`config.mk`:
```
export PLATFORM = sky130hd
export DESIGN_NAME = mux4_rr_arbiter
export DESIGN_NICKNAME = d
export VERILOG_FILES = /design/src/rtl/mux4_rr_arbiter_pkg.sv /design/src/rtl/mux4_rr_arbiter_operand_mux4.sv /design/src/rtl/mux4_rr_arbiter_rr_pick4.sv /design/src/rtl/mux4_rr_arbiter.sv
export SDC_FILE = /design/constraint.sdc
export NUM_CORES = 1
export LEC_CHECK = 0
export CAP_MARGIN = 20
export CORE_ASPECT_RATIO = 0.9
export CORE_UTILIZATION = 39
export CTS_CLUSTER_SIZE = 8
export DETAILED_ROUTE_END_ITERATION = 6
export GPL_ROUTABILITY_DRIVEN = 0
export PLACE_DENSITY = 0.89
export SLEW_MARGIN = 10
export SYNTH_ARGS = -nofsm -noshare
export SYNTH_HDL_FRONTEND = slang
export SYNTH_SLANG_ARGS = --single-unit
```
`constraint.sdc`:
```
create_clock -name clk -period 2.3 [get_ports clk]
set_input_delay 0.46 -clock clk [delete_from_list [all_inputs] [get_ports clk]]
set_output_delay 0.46 -clock clk [all_outputs]
set_load 0.01 [all_outputs]
```
`src/rtl/mux4_rr_arbiter_pkg.sv`:
```
// mux4_rr_arbiter_pkg
// Shared constants and types for the round-robin operand arbiter.
//   NREQ    : number of requesters sharing the downstream operand port
//   state_e : arbiter state (IDLE = nobody owns the port, BUSY = owner holds it)
package mux4_rr_arbiter_pkg;

  localparam int NREQ = 4;

  typedef enum logic {
    ST_IDLE = 1'b0,
    ST_BUSY = 1'b1
  } state_e;

endpackage

```
`src/rtl/mux4_rr_arbiter_operand_mux4.sv`:
```
// operand_mux4
// W-bit 4:1 data multiplexer used to pick the winning operand.
// Ports:
//   d0..d3 : candidate operands
//   sel    : index of the operand to pass through
//   y      : selected operand
module operand_mux4 #(
  parameter int W = 8
) (
  input  logic [W-1:0] d0,
  input  logic [W-1:0] d1,
  input  logic [W-1:0] d2,
  input  logic [W-1:0] d3,
  input  logic [1:0]   sel,
  output logic [W-1:0] y
);

  always_comb begin
    y = d0;
    unique case (sel)
      2'd0: y = d0;
      2'd1: y = d1;
      2'd2: y = d2;
      2'd3: y = d3;
      default: y = d0;
    endcase
  end

endmodule

```
`src/rtl/mux4_rr_arbiter_rr_pick4.sv`:
```
// rr_pick4
// Combinational round-robin search over four request lines.
// Ports:
//   req : request vector, bit i = requester i pending
//   ptr : index where the search starts (highest priority this round)
//   idx : first requesting index found searching ptr, ptr+1, ... mod 4
//   any : at least one request is pending
module rr_pick4 (
  input  logic [3:0] req,
  input  logic [1:0] ptr,
  output logic [1:0] idx,
  output logic       any
);

  // Walk from the farthest candidate back toward ptr so the candidate
  // closest to ptr is the last one written and therefore wins.
  always_comb begin
    logic [1:0] cand;
    idx  = ptr;
    cand = ptr;
    any  = |req;
    for (int k = 3; k >= 0; k--) begin
      cand = ptr + 2'(k);
      if (req[cand]) begin
        idx = cand;
      end
    end
  end

endmodule

```
`src/rtl/mux4_rr_arbiter.sv`:
```
// mux4_rr_arbiter
// Round-robin arbiter sharing one W-bit operand port among four requesters.
// In IDLE it picks a winner starting from ptr, captures that requester's
// operand and moves to BUSY; in BUSY it holds the operand on a valid/ready
// handshake and acknowledges the owner on the transfer cycle.
// Ports:
//   clk, rst   : clock (rising edge) and synchronous active-high reset
//   req        : per-requester pending flags
//   din0..din3 : per-requester operands
//   sel        : index of current owner (mux select)
//   gnt        : one-hot owner, zero while IDLE
//   ack        : owner acknowledge, high on the cycle the transfer completes
//   out_valid  : registered operand valid
//   out_data   : registered operand
//   out_ready  : downstream accepts out_data when out_valid & out_ready
module mux4_rr_arbiter
  import mux4_rr_arbiter_pkg::*;
#(
  parameter int W    = 8,
  parameter int NREQ = mux4_rr_arbiter_pkg::NREQ
) (
  input  logic            clk,
  input  logic            rst,
  input  logic [NREQ-1:0] req,
  input  logic [W-1:0]    din0,
  input  logic [W-1:0]    din1,
  input  logic [W-1:0]    din2,
  input  logic [W-1:0]    din3,
  output logic [1:0]      sel,
  output logic [NREQ-1:0] gnt,
  output logic [NREQ-1:0] ack,
  output logic            out_valid,
  output logic [W-1:0]    out_data,
  input  logic            out_ready
);

  state_e          state_q, state_d;
  logic [1:0]      ptr_q, ptr_d;
  logic [1:0]      sel_q, sel_d;
  logic [NREQ-1:0] gnt_q, gnt_d;
  logic            out_valid_q, out_valid_d;
  logic [W-1:0]    out_data_q, out_data_d;

  logic [1:0]      pick_idx;
  logic            pick_any;
  logic [1:0]      mux_sel;
  logic [W-1:0]    mux_y;

  rr_pick4 u_pick (
    .req (req),
    .ptr (ptr_q),
    .idx (pick_idx),
    .any (pick_any)
  );

  // While BUSY the mux follows the owner so the same path serves both
  // capture and any later inspection; in IDLE it follows the search result.
  assign mux_sel = (state_q == ST_BUSY) ? sel_q : pick_idx;

  operand_mux4 #(.W(W)) u_mux (
    .d0  (din0),
    .d1  (din1),
    .d2  (din2),
    .d3  (din3),
    .sel (mux_sel),
    .y   (mux_y)
  );

  always_comb begin
    state_d     = state_q;
    ptr_d       = ptr_q;
    sel_d       = sel_q;
    gnt_d       = gnt_q;
    out_valid_d = out_valid_q;
    out_data_d  = out_data_q;
    unique case (state_q)
      ST_IDLE: begin
        if (pick_any) begin
          sel_d       = pick_idx;
          gnt_d       = NREQ'(1) << pick_idx;
          out_data_d  = mux_y;
          out_valid_d = 1'b1;
          state_d     = ST_BUSY;
        end
      end
      ST_BUSY: begin
        // Operand is frozen at grant; req/din changes here are ignored.
        if (out_ready) begin
          out_valid_d = 1'b0;
          gnt_d       = '0;
          ptr_d       = sel_q + 2'd1;
          state_d     = ST_IDLE;
        end
      end
      default: state_d = ST_IDLE;
    endcase
  end

  always_ff @(posedge clk) begin
    if (rst) begin
      state_q     <= ST_IDLE;
      ptr_q       <= 2'd0;
      sel_q       <= 2'd0;
      gnt_q       <= '0;
      out_valid_q <= 1'b0;
      out_data_q  <= '0;
    end else begin
      state_q     <= state_d;
      ptr_q       <= ptr_d;
      sel_q       <= sel_d;
      gnt_q       <= gnt_d;
      out_valid_q <= out_valid_d;
      out_data_q  <= out_data_d;
    end
  end

  assign sel       = sel_q;
  assign gnt       = gnt_q;
  assign out_valid = out_valid_q;
  assign out_data  = out_data_q;
  assign ack       = (state_q == ST_BUSY) ? (gnt_q & {NREQ{out_ready}}) : '0;

endmodule

```
==> impl_metrics.yaml, run 1 <==
drt:
  drt-vias-per-instance: 5.63
  drt_iter0_markers: 30
  drc: 3
  drtAntennaViolNets: 0
  dr.pass1.iters: 6
  vias: 1170
  wl_per_cell_um: 16.2
  wl_um: 3370
hold_path:
  min_from: "gnt[2]"
  hold_path_depth: 2
  timing.hold.worst_endpoint: "gnt[2]"
  hold_path_class: "register to register"
placed_design:
  dp.cells: 204
  hpwl_um: 2720
  numPortBuffers: 57
  place_ws_ps: -257
timing:
  hold_viol_final: 0
  finalCritPeriodShare: 0.965
  max-slew-margin-rel: 0.654
  final.setup_skew_ps: 11.6
  setup_slack_ps: 80.2
  worst_pin_slew_ps: 516
  final-setup-viol-count: 0
  rsz0062_at_grt: "false"
  period_minus_slack_ps: 2220
  max_freq_mhz: 450
  final_max_slew_viol_count: 0
  setup_tns_ps: 0
job:
  maxCapViolCount: 0
worst_setup_path:
  crit_top_cell: "clkdlybuf4s50_1"
  crit_type: "input pin to primary output"
  cp.required_ps: 1840
  timing.rr.start: "ptr_q[0]"
  critPathMaxStageDelay_ps: 570
  reg2reg_setup_slack_ps: 430
  crit_path_top_delay_cell: "clkdlybuf4s50_1"
  r2r_end: "out_data[5]"
  r2r_cells: 6
  start_kind: "input pin"
  cp_data_arrival_time_ps: 1760
  crit_chain: "clkdlybuf4s50_1 -> and3_1 -> clkdlybuf4s50_1"
  cp_max_fo: 6
  worstSetupEndpointType: "primary output"
clock_network:
  cts_root_buf: "clkbuf_4"
  h-tree-depth: 1
  cts_buffers: 3
  cts_setup_buffers: 0
  insertion_delay_ps: 300
  cts.path.max_buffers: 2
  cts_sinks: 18
  clkTransAtPathRegs_ps: 110
  cts_tree: "done"
grt:
  grt_pass1_vias: 1141
  antenna_found_initial: 0
  grt_max_degree: 17
  grt_pass1_wl_um: 5150
  grt.total_usage: 0.229
  overflow: 0
pwr:
  peakVddDrop_v: 0.000329
  p_leak_nw: 0.679
  powerDensity_nw_per_um2: 492
die:
  initial_utilization: 0.425
  core_um2: 2550
  rows: 17
  pin_count: 58
  die_h_um: 52.1
  die_w_um: 57.6
  die-area_um2: 3000
synth:
  muxShareOfSynthArea: 0.147
  synth.ff_latch_count: 18
  synth_fp_nets: 155
  netlist_area_um2: 1090
  ys_top_cells_by_count: "dfxtp_1 (18), mux2i_1 (16)"
  synth_top_family_by_area: "simple AND/OR/NAND/NOR gates"
  ys_warn_count: 0
  synth_xor_area_frac: 0.00806
  synth_async_sr_flop_share: 0
  syn_area_per_cell_um2: 9.36
  synth.distinct_cells: 31
  yosysTopAreaCell: "dfxtp_1"
  netlist_instances: 116
  seq_area_frac_synth: 0.332
  yosys_most_used_dff: "dfxtp_1"
  synthDominantCellAreaShare: 0.332
  synth-adder-area-share: 0
  yosysMostFrequentCell: "dfxtp_1"
  synth_area_leaders: "dfxtp_1 (33%), mux2i_1 (15%), o221ai_1 (6.5%)"
  synth_edf_count: 0
  synthSimpleGateAreaFrac: 0.256
  synth_compound_area_frac: 0.202
cells_and_area:
  fin_nets: 220
  syn2layout_area_growth_pct: 63.9
  final_layout_size_suffix_gt1_frac: 0.133
  fill_cells: 208
  n_antenna_cell: 0
  regArea_um2: 360
  fin_cells: 208
  multi_input_area_um2: 683
outcome:
  status: "finished, violations left"
  violations: "DRC"
## how the worst max path moves through the flow
stage | startpoint | endpoint | slack (ps) | cells after the start
floorplan | req[0] | out_data[0] | 260 | 6
global placement | req[0] | out_data[5] | -120 | 7
detailed placement | req[2] | out_data[1] | -260 | 7
CTS | req[2] | out_data[1] | 50 | 7
global route | req[0] | out_data[7] | 3 | 7
finish | out_ready | ack[0] | 80 | 3
## metal layers
layer | global-route usage | vias up | share of wire
met2 | 0.401 | 39 | 0.54
met4 | 0.0935 | 0 | 0.014
met5 | 0 | - | 0
met1 | 0.269 | 556 | 0.39
li1 | - | 569 | -
met3 | 0.0522 | 6 | 0.056
## registers in the layout, summed over array words and instances (netlist names)
signal / flops
state_q: 1
ptr_q: 2
sel: 2
gnt: 4
out_data: 8
out_valid: 1
## final cells by class
cell class                      instances  share of cell area
Clock buffer                            4              0.0204
Tap cell                               28              0.0197
Sequential cell                        18               0.202
Multi-Input combinational cell         90               0.384
Timing Repair Buffer                   68               0.374
## placed cells by master, fill, tap and decap left out, types with 2 or more instances in the layout
| cell type | n |
|---|---|
| a211oi_1 | 2 |
| or2_2 | 2 |
| clkdlybuf4s50_1 | 57 |
| mux2i_1 | 15 |
| nor2b_1 | 4 |
| nand3b_1 | 8 |
| a21oi_1 | 8 |
| nand2_1 | 6 |
| o221ai_1 | 8 |
| nor2_1 | 8 |
| nand3_1 | 5 |
| clkbuf_4 | 3 |
| buf_4 | 10 |
| nor3_1 | 3 |
| o41ai_4 | 2 |
| dfxtp_1 | 18 |
| and3_1 | 4 |
## where the power goes
| part | switching, mW | internal, mW |
|---|---|---|
| Combinational | 0.126 | 0.187 |
| Clock | 0.100 | 0.0966 |
| Sequential | 0.0256 | 0.341 |
| Total | 0.252 | 0.624 |
## cell families after synthesis
family / after synthesis
compound gates: 25
xor+xnor: 1
buf+inv: 8
flops: 18
mux: 16
simple gates: 48
## worst max-delay path, delay by kind of cell
family	cells	cell delay, ps
buffers and inverters	2	1100
and+or+nand+nor	1	190
## per-stage QoR
step	util	area, um^2	power, mW	hold slack [ps]
2_1_floorplan	-	1090	0.516	481
3_5_place_dp	0.676	1730	0.678	453
5_1_grt	0.698	1780	0.918	515
6_report	0.698	1780	0.876	485
4_1_cts	0.691	1760	0.872	482
3_3_place_gp	0.676	1730	0.667	451
## repair_timing
item                                    4_1_cts  5_1_grt
hold buffers                                  0        0
endpoints found under the setup margin        0        7
resized for setup                             0        4
endpoints found under the hold margin         0        0
Power figures use the tool's default switching activity.
==> run 2, diff against run 1 <==
--- a/config.mk
+++ b/config.mk
@@ -6,5 +6,4 @@
 export NUM_CORES = 1
 export LEC_CHECK = 0
-export CAP_MARGIN = 20
 export CORE_ASPECT_RATIO = 0.9
 export CORE_UTILIZATION = 39
==> constraint.sdc (replaced) <==
create_clock -name clk -period 2.3 [get_ports clk]
set_input_delay 0.69 -clock clk [delete_from_list [all_inputs] [get_ports clk]]
set_output_delay 0.69 -clock clk [all_outputs]
set_load 0.005 [all_outputs]
==> run 2 against run 1 <==
- flip-flop and latch count stayed put
- non-clock buffer count is 9 higher
- worst hold slack worse by 18 ps
- first-iteration DRC count is 50% higher
- critical path depth is 4 higher
- sequential share of layout area is 1.3 points lower
- the flow still finishes with violations (DRC)
- setup slack worse by 39 ps
- clock power hardly changed
- critical endpoint is now out_data[0]
==> impl_metrics.yaml, run 2 (synthesis gave the netlist of run 1 again) <==
drt:
  dr.pass1.iters: 7
  wl_um: 4050
  drt-vias-per-instance: 5.84
  drc: 3
  vias: 1268
  wl_per_cell_um: 18.7
  drt_iter0_markers: 45
  drtAntennaViolNets: 0
job:
  maxCapViolCount: 0
die:
  die-area_um2: 3000
  die_w_um: 57.6
  die_h_um: 52.1
  rows: 17
  core_um2: 2550
  initial_utilization: 0.425
  pin_count: 58
grt:
  grt_pass1_vias: 1227
  overflow: 0
  grt_use_met1: 0.314
  antenna_found_initial: 0
  grt_pass1_wl_um: 5840
  grt.total_usage: 0.259
  grt.busiest_layer: "met2"
  gr-usage-met2: 0.448
  grt_max_degree: 11
  grt_util_met3: 0.0373
worst_setup_path:
  crit_chain: "dlygate4sd2_1 -> buf_4 -> nor4_1 -> or2_2 -> buf_4 -> nand3b_1 -> o221ai_1"
  cp_data_arrival_time_ps: 2480
  cp_max_fo: 8
  cp.required_ps: 2520
  crit_path_top_delay_cell: "nor4_1"
  crit_top_cell: "buf_4"
  worstSetupEndpointType: "register"
  start_kind: "input pin"
  r2r_cells: 7
  critPathMaxStageDelay_ps: 650
  crit_type: "input pin to register"
hold_path:
  hold_path_depth: 2
  hold_path_class: "register to register"
timing:
  finalCritPeriodShare: 0.982
  hold_viol_final: 0
  final.setup_skew_ps: 11.1
  final_max_slew_viol_count: 0
  worst_pin_slew_ps: 722
  hold_ws_ps: 467
  final-setup-viol-count: 0
  max_freq_mhz: 443
  rsz0062_at_grt: "false"
  max-slew-margin-rel: 0.514
  setup_slack_ps: 40.9
  period_minus_slack_ps: 2260
placed_design:
  place_ws_ps: -442
  numPortBuffers: 57
  dpl_cell_area_um2: 1780
  hpwl_um: 2830
cells_and_area:
  stdcell_area_um2: 1900
  syn2layout_area_growth_pct: 75.0
  fill_cells: 164
  layout_common_cells: "clkdlybuf4s50_1 (50), dfxtp_1 (18), buf_4 (17)"
  largest_reg_flops: 8
  fin_nets: 229
  final_layout_size_suffix_gt1_frac: 0.196
  n_antenna_cell: 0
  layout_commonest_cell: "clkdlybuf4s50_1"
outcome:
  status: "finished, violations left"
  violations: "DRC"
clock_network:
  cts_root_buf: "clkbuf_4"
  clkTransAtPathRegs_ps: 110
  postCtsHoldBufs: 0
  insertion_delay_ps: 300
  cts_buffers: 3
  cts_tree: "done"
  cts.path.max_buffers: 2
  h-tree-depth: 1
  cts_sinks: 18
pwr:
  powerDensity_nw_per_um2: 486
  peakVddDrop_v: 0.000347
  p_leak_nw: 0.791
==> run 2: changes by cell type in the layout (fill, tap and decap cells not counted), moves of 2 or more <==
cell | previous run | this run
buf_4 | 10 | 17
clkdlybuf4s50_1 | 57 | 50
dlygate4sd2_1 | 0 | 3
dlymetal6s2s_1 | 0 | 3
mux2i_1 | 15 | 13
==> run 2: layout make-up <==
cell class	instances	area, um^2	area share
tap	28	35.0	0.0184
clock buffer	4	36.3	0.0191
timing repair buffer	77	762	0.401
sequential	18	360	0.190
multi-input combinational	90	707	0.372
==> run 2: worst paths after layout <==
check / from / to / slack (ps)
max: req[3] / out_data[0] / 40
min reg2reg: out_valid / out_valid / 470
max reg2reg: ptr_q[0] / out_data[0] / 370
min: out_valid / out_valid / 470
==> run 2: report_power, final <==
group	internal (mW)	switching, mW
clock network	0.0965	0.101
logic	0.218	0.142
registers	0.341	0.0243
==> run 2: layer usage <==
metal  vias up  share of wire
met5         -              0
met4         0          0.036
met3        18          0.067
met2        64           0.50
met1       602           0.40
li1        584              -
==> run 2: per-stage QoR <==
stage	util	std cells	power [mW]	setup TNS, ps
floorplan	-	116	0.506	0
global placement	0.699	210	0.672	-4840
detailed placement	0.699	210	0.687	-6240
CTS	0.731	216	0.899	0
global route	0.745	217	0.955	0
finish	0.745	217	0.923	0
==> run 2: critical path, delay by kind of cell <==
family / cells / cell delay, ps
simple gates: 3 / 1070
buf+inv: 3 / 610
compound gates: 1 / 100
==> run 2: timing repair <==
| item | 4_1_cts | 5_1_grt |
|---|---|---|
| gates resized for setup | 8 | 13 |
| endpoints found under the setup margin | 12 | 11 |
| cloned | 1 | 0 |
| pin swaps | 1 | 2 |
| setup buffers | 1 | 1 |
==> run 3, diff against run 2 <==
- ABC_CLOCK_PERIOD_IN_PS: unset -> 2300
- CORE_MARGIN: unset -> 2
- REMOVE_ABC_BUFFERS: unset -> 1
==> run 3 against run 2 <==
- first-iteration DRC count is 8.9% higher
- sequential share of layout area is 0.85 points higher
- critical path type is now input pin to primary output
- critical endpoint is now ack[2]
- final cell count is 1.4% lower
- power is 8.3% lower
- die area is 7.4% higher
- flip-flop and latch count stayed put
- the run now ends clean
- worst hold slack better by 1.5 ps
- via count is 3.1% lower
- routed wire length is 15% lower
- critical path depth is 4 lower
==> impl_metrics.yaml, run 3 (synthesis gave the netlist of run 1 again) <==
cells_and_area:
  multi_input_area_um2: 678
  regArea_um2: 362
  fin_cells: 214
  fill_cells: 207
  fin_util: 0.675
  fin_nets: 225
  largest_reg_flops: 8
  final_layout_size_suffix_gt1_frac: 0.158
  n_antenna_cell: 0
  layout_commonest_cell: "clkdlybuf4s50_1"
  layout_common_cells: "clkdlybuf4s50_1 (50), dfxtp_1 (17), mux2i_1 (16)"
  syn2layout_area_growth_pct: 68.1
worst_setup_path:
  cp.required_ps: 1610
  start_kind: "input pin"
  reg2reg_setup_slack_ps: 370
  r2r_cells: 7
  crit_type: "input pin to primary output"
  worstSetupEndpointType: "primary output"
  cp_data_arrival_time_ps: 1560
  cp_max_fo: 5
timing:
  final.setup_skew_ps: 6.84
  max-slew-margin-rel: 0.747
  period_minus_slack_ps: 2250
  finalCritPeriodShare: 0.977
  worst_pin_slew_ps: 379
  final_max_slew_viol_count: 0
  hold_viol_final: 0
  final-setup-viol-count: 0
  hold_ws_ps: 469
  max_freq_mhz: 445
placed_design:
  numPortBuffers: 57
  dp.cells: 208
  hpwl_um: 2560
drt:
  drtAntennaViolNets: 0
  wl_um: 3460
  drt-vias-per-instance: 5.74
  wl_per_cell_um: 16.1
  drt_iter0_markers: 49
  vias: 1229
  dr.pass1.iters: 4
  drc: 0
pwr:
  seq_power_share: 0.435
  clockPowerShare: 0.188
  p_switching_mw: 0.244
  powerDensity_nw_per_um2: 463
  pwr-share-comb: 0.377
  p_leak_nw: 0.753
  intPower_mw: 0.602
  swShare: 0.288
  peakVddDrop_v: 0.000253
clock_network:
  cts_sinks: 18
  cts.path.max_buffers: 2
  postCtsHoldBufs: 0
  cts_root_buf: "clkbuf_4"
  cts_buffers: 3
  insertion_delay_ps: 290
  h-tree-depth: 1
  clkTransAtPathRegs_ps: 100
  cts_tree: "done"
die:
  initial_utilization: 0.402
  core_um2: 2700
  rows: 18
  die-area_um2: 3220
  pin_count: 58
  die_h_um: 54.1
  die_w_um: 59.6
grt:
  overflow: 0
  grt_max_degree: 16
  antenna_found_initial: 0
  grt_util_met3: 0.0313
  grt_pass1_vias: 1137
  grt_pass1_wl_um: 5220
  gr-usage-met2: 0.392
  grt.busiest_layer: "met2"
  grt_use_met1: 0.261
  grt.total_usage: 0.218
job:
  maxCapViolCount: 0
hold_path:
  hold_path_class: "register to register"
  hold_path_depth: 2
outcome:
  status: "finished, final reports clean"
-- run 3: cell types whose count changed in the layout (fill, tap and decap cells not counted), sizes merged --
cell	previous run	this run
clkdlybuf4s15	0	1
buf	20	15
clkbuf	5	4
-- run 3: power by group through the flow --
| stage | registers (mW) | clock network [mW] | logic, mW |
|---|---|---|---|
| 3_5_place_dp | 0.373 | 0 | 0.296 |
| 2_1_floorplan | 0.370 | 0 | 0.119 |
| 3_3_place_gp | 0.371 | 0 | 0.287 |
| 4_1_cts | 0.367 | 0.159 | 0.319 |
| 5_1_grt | 0.371 | 0.172 | 0.339 |
| 6_report | 0.368 | 0.159 | 0.319 |
-- run 3: worst paths after layout --
check                           startpoint     endpoint
worst max register to register    ptr_q[0]  out_data[6]
worst max-delay path             out_ready       ack[2]
worst min register to register   out_valid    out_valid
worst min-delay path             out_valid    out_valid
-- run 3: timing repair --
item,CTS,global route
setup buffers,1,1
resized for setup,10,4
cloned,1,0
setup endpoints to repair,12,10
pin swaps,1,1
hold endpoints to repair,0,0
-- run 3: final cells by class --
type / count / share of cell area
repair buffers: 73 / 0.398
clock buffers: 3 / 0.0123
flip-flops and latches: 18 / 0.198
multi-input cells: 90 / 0.371
well taps: 30 / 0.0206
-- run 3: critical path, cell delays in order --
cell and delay [ps]:
clkdlybuf4s15_2 210, and3_1 160, clkdlybuf4s50_1 500
-- run 3: per-layer routing --
layer / vias to the layer above / part of all wire / wire length [um]
met5: - / 0 / 0
met2: 66 / 0.53 / 1830
met4: 0 / 0.0098 / 34
met1: 582 / 0.39 / 1360
li1: 575 / - / -
met3: 6 / 0.066 / 229
-- run 3: through the flow --
step	worst slack (ps)	TNS (ps)	power, mW	cell area [um^2]
detailed placement	-413	-5120	0.669	1740
global placement	-327	-3980	0.657	1740
CTS	13.4	0	0.845	1820
global route	-9.05	-12.2	0.882	1830
floorplan	-214	-1650	0.490	1030
finish	52.2	0	0.846	1830
